==> config.mk <==
export PLATFORM = sky130hd
export DESIGN_NAME = dmem_dma_master
export DESIGN_NICKNAME = d
export VERILOG_FILES = /design/src/rtl/dmem_dma_master.sv
export SDC_FILE = /design/constraint.sdc
export NUM_CORES = 1
export LEC_CHECK = 0
export BUFFER_PORTS_ARGS = -buffer_cell sky130_fd_sc_hd__buf_2
export CAP_MARGIN = 20
export CELL_PAD_IN_SITES_DETAIL_PLACEMENT = 0
export CELL_PAD_IN_SITES_GLOBAL_PLACEMENT = 2
export CORE_MARGIN = 1.5
export CORE_UTILIZATION = 33
export CTS_CLUSTER_SIZE = 30
export DETAILED_ROUTE_END_ITERATION = 10
export PLACE_DENSITY_LB_ADDON = 0.3
export SLEW_MARGIN = 25
export SYNTH_ARGS = -nofsm -noshare
export SYNTH_HDL_FRONTEND = slang
export SYNTH_SLANG_ARGS = --single-unit
export TNS_END_PERCENT = 50
==> constraint.sdc <==
create_clock -name clock -period 5.6 [get_ports clock]
set_input_delay 0.56 -clock clock [delete_from_list [all_inputs] [get_ports clock]]
set_output_delay 0.56 -clock clock [all_outputs]
set_load 0.005 [all_outputs]
==> src/rtl/dmem_dma_master.sv <==
// Word-copy bus initiator on the data-memory/IO port; define DMA_FILL_EN to add a constant-fill mode.
// Latency: 2*len+2 cycles from start to done with continuous grant (len+2 in fill mode).
// Backpressure: bus_gnt low in REQ/RD/WR freezes state, pointers and count; no capture, no write.
module dmem_dma_master #(
    parameter int ADDR_W = 32,
    parameter int LEN_W  = 6
) (
    input  logic              clock,
    input  logic              resetn,
    input  logic              start,
    input  logic [ADDR_W-1:0] src_addr,
    input  logic [ADDR_W-1:0] dst_addr,
    input  logic [LEN_W-1:0]  len,
`ifdef DMA_FILL_EN
    input  logic              fill,
    input  logic [31:0]       fill_data,
`endif
    output logic              bus_req,
    input  logic              bus_gnt,
    output logic [ADDR_W-1:0] mem_addr,
    output logic [31:0]       mem_datain,
    output logic              mem_we,
    input  logic [31:0]       mem_dataout,
    output logic              busy,
    output logic              done,
    output logic              err
);

    typedef enum logic [2:0] {
        IDLE = 3'd0,
        REQ  = 3'd1,
        RD   = 3'd2,
        WR   = 3'd3,
        FIN  = 3'd4
    } state_t;

    state_t            r_state;
    logic [ADDR_W-1:0] r_src;
    logic [ADDR_W-1:0] r_dst;
    logic [LEN_W-1:0]  r_cnt;
    logic [ADDR_W-1:0] r_mem_addr;
    logic [31:0]       r_mem_datain;
    logic              r_bus_req;
    logic              r_busy;
    logic              r_done;
    logic              r_err;

    logic              w_fill_in;
    logic              w_fill_mode;
    logic [31:0]       w_fill_word;
    logic              w_misaligned;

`ifdef DMA_FILL_EN
    logic              r_fill;
    logic [31:0]       r_fill_data;

    assign w_fill_in   = fill;
    assign w_fill_mode = r_fill;
    assign w_fill_word = r_fill_data;

    always_ff @(posedge clock) begin
        if (!resetn) begin
            r_fill      <= 1'b0;
            r_fill_data <= 32'd0;
        end else if (r_state == IDLE && start) begin
            r_fill      <= fill;
            r_fill_data <= fill_data;
        end
    end
`else
    assign w_fill_in   = 1'b0;
    assign w_fill_mode = 1'b0;
    assign w_fill_word = 32'd0;
`endif

    // Fill mode never reads, so the source alignment is irrelevant there.
    assign w_misaligned = (dst_addr[1:0] != 2'b00) ||
                          (!w_fill_in && (src_addr[1:0] != 2'b00));

    always_ff @(posedge clock) begin
        if (!resetn) begin
            r_state      <= IDLE;
            r_src        <= '0;
            r_dst        <= '0;
            r_cnt        <= '0;
            r_mem_addr   <= '0;
            r_mem_datain <= 32'd0;
            r_bus_req    <= 1'b0;
            r_busy       <= 1'b0;
            r_done       <= 1'b0;
            r_err        <= 1'b0;
        end else begin
            r_done <= 1'b0;
            case (r_state)
                IDLE: begin
                    if (start) begin
                        if (w_misaligned) begin
                            r_err   <= 1'b1;
                            r_done  <= 1'b1;
                            r_state <= FIN;
                        end else if (len == '0) begin
                            r_err   <= 1'b0;
                            r_done  <= 1'b1;
                            r_state <= FIN;
                        end else begin
                            r_src      <= src_addr;
                            r_dst      <= dst_addr;
                            r_cnt      <= len;
                            r_mem_addr <= src_addr;
                            r_err      <= 1'b0;
                            r_busy     <= 1'b1;
                            r_bus_req  <= 1'b1;
                            r_state    <= REQ;
                        end
                    end
                end
                REQ: begin
                    if (bus_gnt) begin
                        if (w_fill_mode) begin
                            r_mem_addr   <= r_dst;
                            r_mem_datain <= w_fill_word;
                            r_state      <= WR;
                        end else begin
                            r_mem_addr <= r_src;
                            r_state    <= RD;
                        end
                    end
                end
                RD: begin
                    if (bus_gnt) begin
                        r_mem_datain <= mem_dataout;
                        r_src        <= r_src + ADDR_W'(4);
                        r_mem_addr   <= r_dst;
                        r_state      <= WR;
                    end
                end
                WR: begin
                    if (bus_gnt) begin
                        r_dst <= r_dst + ADDR_W'(4);
                        r_cnt <= r_cnt - LEN_W'(1);
                        if (r_cnt == LEN_W'(1)) begin
                            r_bus_req <= 1'b0;
                            r_busy    <= 1'b0;
                            r_done    <= 1'b1;
                            r_state   <= FIN;
                        end else if (w_fill_mode) begin
                            r_mem_addr <= r_dst + ADDR_W'(4);
                        end else begin
                            r_mem_addr <= r_src;
                            r_state    <= RD;
                        end
                    end
                end
                FIN: begin
                    r_state <= IDLE;
                end
                default: begin
                    r_state <= IDLE;
                end
            endcase
        end
    end

    assign mem_we     = (r_state == WR) && bus_gnt;
    assign mem_addr   = r_mem_addr;
    assign mem_datain = r_mem_datain;
    assign bus_req    = r_bus_req;
    assign busy       = r_busy;
    assign done       = r_done;
    assign err        = r_err;

endmodule

==> impl_summary.log <==
[metrics] Yosys top cell area share: 0.381
[metrics] clock tree from TritonCTS: built
[metrics] Starting Density: 0.336
[metrics] max cap viols: 0
[metrics] average footprint of a synthesized cell: approximately 7.7 sq um
[metrics] peak supply drop: 0.177 mV
[metrics] worst min-delay path category: in2reg
[metrics] number of buffers added on ports: between 150 and 200
[metrics] share of final-layout standard cells stronger than drive strength 1: 0.226
[metrics] global-route wire length before repair: 39,600 um
[metrics] Clock Sinks: 140
[metrics] htree depth: 4
[metrics] All-Layer GR Usage: 0.213
[metrics] vias after detailed routing: approximately 7,600
[metrics] vias in the first global route: 6,926
[metrics] slowest stage cell, crit path: nand2b_1
[metrics] capturing point of the worst reg2reg path: r_dst[19]$_SDFFE_PN0P_
[metrics] PD cells: roughly 260 nW/um^2
[metrics] share of async-settable or async-resettable flops after synthesis: 0
[metrics] FMAX: roughly 0.33 GHz
[metrics] Tightest Pin Transition: roughly 0.96 ns
[metrics] Netlist cell types: 71
[metrics] cell taking the most area after synthesis: dfxtp_1
[metrics] buffer count from post-CTS setup fixing: 0
[metrics] type of destination of the critical path: register
[metrics] insertion delay of the later-clocked pin in the worst-skew pair: 0.43 ns
[metrics] static power due to leakage: 3.44 nW
[metrics] synthesized instance count: between 900 and 1,000
[metrics] grt ovf: 0
[metrics] critical path capture point: r_dst[19]$_SDFFE_PN0P_
[metrics] main combinational cell family by area after synthesis: compound AO/OA/AOI/OAI gates
[metrics] Final Hold Vio Count: 0
[metrics] final count of pins violating max slew: 0
[metrics] Root Buffer Master: clkbuf_16
[metrics] R2R cell count: 6
[metrics] Critical Path Source: r_state[0]$_SDFFE_PN0P_
[metrics] total clock buffers created by CTS: 17
[metrics] relative max-transition margin: 0.362
[metrics] Post-Synth Adder-Cell Area: 0.00680
[metrics] Die Wd: approximately 150 um
[metrics] origin of the critical flop-to-flop path: r_state[0]$_SDFFE_PN0P_
[metrics] final estimated routing congestion in global placement: slightly below 0.8
[metrics] core utilization of the finished layout: 0.407
[metrics] count of instances resized after the clock tree is built: 0
[metrics] synthesized-area fraction occupied by xor and xnor cells: 0
[metrics] synthesized-area fraction occupied by and/or/nand/nor cells: 0.268
[metrics] CP Data Arrival Time: approximately 3.4 ns
[metrics] starting DRC count in detailed routing: a little over 600
[metrics] commonest register cell after synthesis: dfxtp_1
[metrics] die outline area: about 23,000 sq um
[metrics] setup clock skew after layout: ~0.0098 ns
[metrics] critical path type: reg2reg
[metrics] minimum setup slack among reg-to-reg paths: between 2 and 3 ns
[metrics] wirelength, routed: about 25,000 um
[metrics] buffers from clock root to sink, at most: 2
[metrics] remaining design rule violation count: 0
[metrics] synthesized-area fraction occupied by ao, oa, aoi and oai cells: 0.281
[metrics] most area-consuming cells after synthesis: dfxtp_1, nand2_1, a21oi_1
[metrics] Synth Net Count: between 1,000 and 1,500
[metrics] critical path peak fanout: 34
[metrics] count of pins on the block boundary: between 150 and 200
[metrics] result of the run: finished, final reports clean
[metrics] Worst path max stage delay: around 0.80 ns
[metrics] Die H: between 150 and 200 um
[metrics] antenna violations before repair: 0
[metrics] antenna-violating nets left: 0
[metrics] Finish-stage setup viols: 0
[metrics] total inserted antenna cells: 0
[metrics] sequential element share of the synthesized area: 0.381
[metrics] worst endpoint required time: about 6 ns
[metrics] area of the core: roughly 22,000 sq um
[metrics] number of iterations in the first detailed-routing pass: 5
[metrics] crit path launch type: register
[metrics] floorplan row count: 54
[metrics] clock-pin slew of the registers on the worst-case setup and hold paths: around 0.06 ns
[metrics] drt wl/cell: between 15 and 20 um
[metrics] total negative slack: 0 ns
[metrics] time the worst path needs with I/O delays and setup: 3.06 ns
[metrics] cell breakdown of the critical path: and3b_1 -> buf_4 -> and2_1 -> nand2b_1 -> nand2_1 -> o22ai_1
[metrics] fin crit share: 0.547
[metrics] Final HPWL DP: between 15,000 and 20,000 um
[metrics] number of hold buffers added after CTS: 0
[metrics] multiplexer fraction of the synthesized cell area: 0.00425
[metrics] Post-Syn Area: 7360 sq um
[metrics] via/cell ratio: between 5 and 6
[metrics] number of inserted filler cells in the final layout: around 2,400
[metrics] number of flip-flops and latches in the synthesized netlist: 140
[metrics] Layout Area Growth over Synthesis: 20.9%
[metrics] unrepaired setup endpoints after global routing: no
[metrics] fin nets: around 1,200
[metrics] warning count from the yosys run: 0
[metrics] number of enable flip-flop cells after synthesis: 0
[metrics] largest net degree at the start of global routing: just over 70
## layout make-up
| cell class | instances | area, sq um | share of cell area |
|---|---|---|---|
| multi-input cells | 721 | 4140 | 0.465 |
| flip-flops and latches | 140 | 2800 | 0.315 |
| repair buffers | 191 | 998 | 0.112 |
| clock buffers | 18 | 439 | 0.0493 |
| well taps | 280 | 350 | 0.0393 |
| clock inverters | 14 | 145 | 0.0163 |
| inverters | 8 | 30.0 | 0.00337 |
## how the worst min path moves through the flow
stage | to | from | slack [ns] | depth (start not counted)
after floorplan | mem_datain[0]$_SDFFE_PN0P_ | mem_datain[0]$_SDFFE_PN0P_ | 0.45 | 2
after global placement | mem_datain[6]$_SDFFE_PN0P_ | mem_datain[6]$_SDFFE_PN0P_ | 0.44 | 2
after detailed placement | mem_datain[11]$_SDFFE_PN0P_ | mem_datain[11]$_SDFFE_PN0P_ | 0.44 | 2
after CTS | mem_datain[9]$_SDFFE_PN0P_ | mem_dataout[9] | 0.35 | 3
after global routing | mem_datain[10]$_SDFFE_PN0P_ | mem_dataout[10] | 0.36 | 3
final | mem_datain[3]$_SDFFE_PN0P_ | mem_dataout[3] | 0.36 | 3
## state kept, by name (all words and copies together), names as in the netlist
signal and count:
r_cnt 6, mem_addr 32, r_src 32, r_dst 32, done 1, r_state 3, err 1, mem_datain 32
busy 1
## per-stage QoR
step | setup WS, ns | total power [mW] | hold WS, ns | cell area, sq um | cells
after detailed placement | 2.37 | 1.20 | 0.444 | 8320 | 1340
after global routing | 2.33 | 2.40 | 0.356 | 8910 | 1372
final | 2.54 | 2.31 | 0.362 | 8910 | 1372
after CTS | 2.59 | 2.34 | 0.351 | 8910 | 1372
after global placement | 2.42 | 1.21 | 0.440 | 8320 | 1340
after floorplan | 3.31 | 1.13 | 0.453 | 7360 | 958
## cell usage after synthesis, types with 3 or more instances
| cell type | instances |
|---|---|
| nand2_1 | 164 |
| dfxtp_1 | 140 |
| nor2_1 | 96 |
| a21oi_1 | 86 |
| clkbuf_1 | 62 |
| a22oi_1 | 37 |
| nand3_1 | 37 |
| a311oi_1 | 35 |
| o21ai_0 | 30 |
| nand4_1 | 22 |
| and3_1 | 19 |
| nor3_1 | 19 |
| a31oi_1 | 16 |
| o22ai_1 | 14 |
| buf_2 | 12 |
| nor4_1 | 10 |
| inv_1 | 8 |
| o21a_1 | 8 |
| o31a_1 | 8 |
| a211oi_1 | 7 |
| a22o_1 | 7 |
| a32o_1 | 6 |
| and2_1 | 6 |
| and4_1 | 6 |
| buf_4 | 6 |
| or3_1 | 6 |
| a2bb2oi_1 | 5 |
| buf_1 | 5 |
| or4_1 | 5 |
| a41oi_1 | 4 |
| buf_6 | 4 |
| ha_1 | 4 |
| nand2b_1 | 4 |
| nor3b_1 | 4 |
| o211ai_1 | 4 |
| o221a_2 | 4 |
| a21boi_0 | 3 |
| a21o_1 | 3 |
| a32oi_1 | 3 |
## cell families after synthesis
| kind of cell | after synthesis |
|---|---|
| fa+ha+maj | 4 |
| mux | 3 |
| simple gates | 416 |
| flops | 140 |
| buf+inv | 97 |
| compound gates | 298 |
## where the power goes
group | internal (mW) | leakage (nW) | switching (mW)
sequential | 1.01 | 1.13 | 0.0177
combinational | 0.0668 | 2.03 | 0.0842
clock | 0.667 | 0.278 | 0.466
## routing by layer
| layer | wire length [um] | track usage | up-vias |
|---|---|---|---|
| li1 | - | - | 3783 |
| met1 | 12200 | 0.312 | 3571 |
| met2 | 11200 | 0.323 | 205 |
| met3 | 1360 | 0.0313 | 27 |
| met4 | 363 | 0.0620 | 0 |
| met5 | 0 | 0 | - |
## worst max-delay path: cells and delay by family (launching register included)
kind            cells  cell delay [ns]
buf+inv             1             0.33
compound gates      1             0.24
simple gates        4             1.82
flops               1             0.57
## cells in the final DEF (no fill, tap or decap), types with 8 or more instances in the layout
| cell type | count |
|---|---|
| nor3_1 | 19 |
| buf_4 | 17 |
| clkbuf_16 | 17 |
| o31a_1 | 8 |
| dfxtp_1 | 140 |
| and3_1 | 19 |
| a21oi_1 | 86 |
| nand2_1 | 164 |
| a22oi_1 | 37 |
| o21ai_0 | 30 |
| o22ai_1 | 14 |
| buf_2 | 174 |
| nand3_1 | 37 |
| a31oi_1 | 16 |
| o21a_1 | 8 |
| nor2_1 | 95 |
| a311oi_1 | 35 |
| nand4_1 | 22 |
| nor4_1 | 10 |
(Power assumes the default switching activity.)
